<file path="src/rtl/led_status_gen.sv">
// led_status_gen: PCIe front-panel status LED driver.
// Decodes PLL lock / LTSSM / data-link status into status LEDs and drives
// NUM_ACT activity LEDs, each with a per-channel mode and a fixed-length
// pulse stretcher. All LED outputs share one polarity control; act_busy is
// the raw stretcher state and is never inverted.
module led_status_gen #(
  parameter int NUM_ACT   = 4,
  parameter int STRETCH_W = 26,
  parameter int BLINK_W   = 24,
  parameter int LTSSM_W   = 4,
  parameter int POLL_CODE = 1,
  parameter int L0_CODE   = 3
) (
  input  logic                   clk,
  input  logic                   rstn,
  input  logic                   invert,
  input  logic                   lock,
  input  logic [LTSSM_W-1:0]     ltssm_state,
  input  logic                   dl_up_in,
  input  logic [NUM_ACT-1:0]     act_in,
  input  logic [2*NUM_ACT-1:0]   act_mode,
  input  logic                   clr_drop,
  output logic                   pll_lk,
  output logic                   poll,
  output logic                   l0,
  output logic                   dl_up_out,
  output logic                   link_drop,
  output logic [NUM_ACT-1:0]     act_led,
  output logic [NUM_ACT-1:0]     act_busy
);

  localparam logic [LTSSM_W-1:0] PollCode = LTSSM_W'(POLL_CODE);
  localparam logic [LTSSM_W-1:0] L0Code   = LTSSM_W'(L0_CODE);

  // Link status state
  logic poll_q, poll_d;
  logic l0_q, l0_d;
  logic dl_up_q, dl_up_d;
  logic drop_q, drop_d;

  // Blink prescaler
  logic [BLINK_W-1:0] blink_q, blink_d;
  logic               blink;

  // Per-channel stretchers
  logic [NUM_ACT-1:0]   busy_q, busy_d;
  logic [STRETCH_W-1:0] cnt_q [NUM_ACT];
  logic [STRETCH_W-1:0] cnt_d [NUM_ACT];

  // Pre-polarity activity LED values
  logic [NUM_ACT-1:0] act_raw;

  // Status latches: sticky poll, registered l0/dl_up, sticky drop where set beats clear
  always_comb begin
    poll_d  = poll_q | (ltssm_state == PollCode);
    l0_d    = (ltssm_state == L0Code);
    dl_up_d = dl_up_in;
    drop_d  = drop_q;
    if (clr_drop) begin
      drop_d = 1'b0;
    end
    if (l0_q && !l0_d) begin
      drop_d = 1'b1;
    end
  end

  // Free-running blink prescaler; its MSB is the blink phase
  always_comb begin
    blink_d = blink_q + BLINK_W'(1);
  end

  assign blink = blink_q[BLINK_W-1];

  // Stretchers: accept a strobe only when idle, then run a full wrap of cnt
  // (cnt goes 1..max,0) and drop busy on the edge after cnt has wrapped.
  always_comb begin
    for (int i = 0; i < NUM_ACT; i++) begin
      busy_d[i] = busy_q[i];
      cnt_d[i]  = cnt_q[i];
      if (!busy_q[i]) begin
        if (act_in[i]) begin
          busy_d[i] = 1'b1;
          cnt_d[i]  = STRETCH_W'(1);
        end
      end else if (cnt_q[i] == '0) begin
        busy_d[i] = 1'b0;
      end else begin
        cnt_d[i] = cnt_q[i] + STRETCH_W'(1);
      end
    end
  end

  // State registers with synchronous active-low reset
  always_ff @(posedge clk) begin
    if (!rstn) begin
      poll_q  <= 1'b0;
      l0_q    <= 1'b0;
      dl_up_q <= 1'b0;
      drop_q  <= 1'b0;
      blink_q <= '0;
      busy_q  <= '0;
      for (int i = 0; i < NUM_ACT; i++) begin
        cnt_q[i] <= '0;
      end
    end else begin
      poll_q  <= poll_d;
      l0_q    <= l0_d;
      dl_up_q <= dl_up_d;
      drop_q  <= drop_d;
      blink_q <= blink_d;
      busy_q  <= busy_d;
      for (int i = 0; i < NUM_ACT; i++) begin
        cnt_q[i] <= cnt_d[i];
      end
    end
  end

  // Per-channel mode select; purely combinational so mode never touches the stretcher
  always_comb begin
    for (int i = 0; i < NUM_ACT; i++) begin
      case (act_mode[2*i +: 2])
        2'b00:   act_raw[i] = 1'b0;
        2'b01:   act_raw[i] = 1'b1;
        2'b10:   act_raw[i] = busy_q[i];
        default: act_raw[i] = busy_q[i] & blink;
      endcase
    end
  end

  // Output polarity applied to every LED; act_busy stays raw
  always_comb begin
    pll_lk    = lock    ^ invert;
    poll      = poll_q  ^ invert;
    l0        = l0_q    ^ invert;
    dl_up_out = dl_up_q ^ invert;
    link_drop = drop_q  ^ invert;
    act_led   = act_raw ^ {NUM_ACT{invert}};
    act_busy  = busy_q;
  end

endmodule

</file>
<file path="config.mk">
export PLATFORM = sky130hd
export DESIGN_NAME = led_status_gen
export DESIGN_NICKNAME = d
export VERILOG_FILES = /design/src/rtl/led_status_gen.sv
export SDC_FILE = /design/constraint.sdc
export NUM_CORES = 1
export LEC_CHECK = 0
export ABC_AREA = 1
export CAP_MARGIN = 20
export CORE_MARGIN = 2
export CORE_UTILIZATION = 40
export DETAILED_ROUTE_END_ITERATION = 8
export HOLD_SLACK_MARGIN = 0.12
export PLACE_DENSITY_LB_ADDON = 0.05
export SLEW_MARGIN = 10
export SYNTH_ARGS = -nofsm -noshare
export SYNTH_HDL_FRONTEND = slang
export SYNTH_SLANG_ARGS = --single-unit
</file>
<file path="constraint.sdc">
create_clock -name clk -period 2.1 [get_ports clk]
set_input_delay 0.42 -clock clk [delete_from_list [all_inputs] [get_ports clk]]
set_output_delay 0.42 -clock clk [all_outputs]
set_load 0.1 [all_outputs]
</file>
==> results.toml <==
[setup_path]
critical-path-slowest-cell = "sky130_fd_sc_hd__clkdlybuf4s50_1"
worst_setup_path_end_kind = "output port"
critPathTopFamily = "buffers and inverters"
arrival_ps = 1610
worst-endpoint-required_ps = 1680
crit_buf_inv = 2
crit_fanout = 2
worstSetupStartpointType = "input port"
worstSetupPathType = "in -> out"
crit_chain = "clkdlybuf4s50_1 > a21oi_1 > a31oi_4 > xor2_4 > buf_12"
max_stage_delay_ps = 520

[timing]
slew-limit-headroom = 0.713
max_freq_mhz = 492
final.setup.worst_slack_ps = 66.3
period_needed_ps = 2030
max_slew.worst_pin.slew_ps = 428
fin_worst_hold_slack_ps = 455
rsz_0062_raised_after_global_routing = "no"
post-route-period-util = 0.968
final-setup-viol-count = 0
final-hold-violation-count = 0
report.final.slew_viol_count = 0
totalNegativeSetupSlack_ps = 0
skew_ps = 10.2

[power]
share_clk_of_total_power = 0.475
combPwrFrac = 0.114
pwr-share-seq = 0.411
power.ir.vdd_worst_v = 0.000455
cellLeakagePower_nw = 3.80
pwr_density_cell_mw_per_mm2 = 622
power.share.switching = 0.260
internal_power_mw = 4.74
total_switching_power_mw = 1.67

[cts]
ctsHoldBuffers = 0
cts.repair_timing.setup_buffer_count = 0
root_buffer_selected_by_cts = "sky130_fd_sc_hd__clkbuf_16"
clkSinkCount = 136
cts_tree = "built"
clock_latency_ps = 420
clk_transition_reported_paths_ps = 60
cts_max_path_buffers = 2
num_cts_buffers = 17
cts_max_level = 4

[synthesis]
synth_enable_flop_cells = 0
ys_seq_area_frac = 0.312
netlist_instances = 1415
synth.avg_cell_area_um2 = 6.18
net_count_after_synthesis = 1446
synth_async_sr_flop_share = 0
yosys_synthesis_warning_count = 0
synth.cell_area_mm2 = 0.00874
ys_types = 39
postSynthRegisterBits = 136
ys.flop_type = "sky130_fd_sc_hd__dfxtp_1"

[finish]
multi_input_comb_area_mm2 = 0.00532
final.fill_count = 2241
insertedDiodeCount = 0
design.final.nets = 1483
layout_commonest_cell = "sky130_fd_sc_hd__nand2_1"
regArea_mm2 = 0.00274
post-route-util = 0.477
fraction_of_final_layout_cells_with_drive_strength_greater_than_1 = 0.107
syn2layout_area_growth_pct = 18.0
layout_common_cells = "sky130_fd_sc_hd__nand2_1 (346), sky130_fd_sc_hd__nand3_1 (240), sky130_fd_sc_hd__nor2_1 (184)"
layoutNonFillerInstCount = 1744

[floorplanning]
start_util = 0.404
fp.dieArea_mm2 = 0.0230
io_pins = 35
num_rows = 54
die_height_um = 152
floorplan.die.width_um = 152
design.core.area_mm2 = 0.0216

[run_status]
status = "finished clean"

[drt]
vias_per_cell = 5.06
detail_route.wl_per_cell_um = 13.2
drcViolationCount = 0
route.final.wire_length_um = 23000
detail_route.first_pass.iterations = 5
iteration_0_drc_markers = 456
final_antenna_net_count = 0
dr_total_vias = 8818

[global_routing]
grt_first_pass_wirelength_um = 40200
grt_start_max_net_pins = 51
number_of_global_route_vias_before_repair = 8437
gr_overflow_total = 0
grt_util_all_layers = 0.204
grt_antenna_before_repair = 0

[place]
final_weighted_congestion_in_routability_driven_placement = 0.891
numPortBuffers = 34
numPlacedInstances = 1713
detailedPlace.worstSlack_ps = 46.0
dp_hpwl_um = 16200

[job]
cap_viol_max_count = 0

[worst_hold_path]
timing.hold.worst.class = "reg -> reg"
cell type report:
cell class | count | area share
Sequential cell | 136 | 0.266
Clock inverter | 7 | 0.00874
Clock buffer | 24 | 0.0488
Multi-Input combinational cell | 1077 | 0.516
Timing Repair Buffer | 61 | 0.0689
Inverter | 159 | 0.0581
Tap cell | 280 | 0.0340
worst paths after layout:
check                   start  slack, ps           end  depth (start not counted)
hold reg to reg    blink_q[0]        460    blink_q[0]                          1
setup reg to reg  cnt_q[0][0]        230  cnt_q[0][22]                         11
hold / removal     blink_q[0]        460    blink_q[0]                          1
setup / recovery  act_mode[0]         70    act_led[0]                          5
logic make-up after synthesis:
logic type / Yosys count / share of synthesized area
compound gates: 155 / 0.0938
xor+xnor: 22 / 0.0220
fa+ha+maj: 9 / 0.0129
buf+inv: 202 / 0.0982
flops: 136 / 0.312
simple gates: 891 / 0.461
sequential cells by signal, indices dropped and copies added (netlist names):
signal	count
poll_q	1
drop_q	1
act_busy	4
cnt_q	104
l0_q	1
dl_up_q	1
blink_q	24
repair_timing:
item / in CTS / in global routing
gates cloned: 0 / 0
pin swaps: 0 / 0
resized for setup: 1 / 5
endpoints found under the setup margin: 4 / 3
routing by layer:
| layer | vias up | part of all wire | track usage |
|---|---|---|---|
| li1 | 4681 | - | - |
| met1 | 3994 | 0.50 | 0.275 |
| met2 | 130 | 0.46 | 0.341 |
| met3 | 13 | 0.034 | 0.0382 |
| met4 | 0 | 0.0094 | 0.0458 |
| met5 | - | 0 | 0 |
synth_stat cells (13+ instances only):
library cell | instances | area share
sky130_fd_sc_hd__dfxtp_1 | 136 | 0.31
sky130_fd_sc_hd__xor2_1 | 22 | 0.022
sky130_fd_sc_hd__nand3_1 | 240 | 0.14
sky130_fd_sc_hd__a21oi_1 | 115 | 0.066
sky130_fd_sc_hd__nand2_1 | 346 | 0.15
sky130_fd_sc_hd__o21ai_0 | 23 | 0.013
sky130_fd_sc_hd__clkbuf_1 | 18 | 0.0077
sky130_fd_sc_hd__nor2_1 | 184 | 0.079
sky130_fd_sc_hd__nor3_1 | 22 | 0.013
sky130_fd_sc_hd__nand3_2 | 14 | 0.016
sky130_fd_sc_hd__nand4_1 | 26 | 0.019
sky130_fd_sc_hd__nor2_2 | 21 | 0.015
sky130_fd_sc_hd__buf_2 | 13 | 0.0074
sky130_fd_sc_hd__inv_1 | 152 | 0.065
stage by stage:
step,power (mW),area (µm²)
6_report,6.41,10300
5_1_grt,6.65,10300
4_1_cts,6.52,10300
3_5_place_dp,3.42,9690
3_3_place_gp,3.42,9690
2_1_floorplan,3.16,8900
power groups by stage:
stage	clock network, mW	registers [mW]	logic, mW
floorplan	0	2.72	0.440
global placement	0	2.69	0.732
detailed placement	0	2.69	0.732
CTS	3.15	2.63	0.735
global route	3.23	2.64	0.782
finish	3.05	2.63	0.731
(Power assumes the default switching activity.)
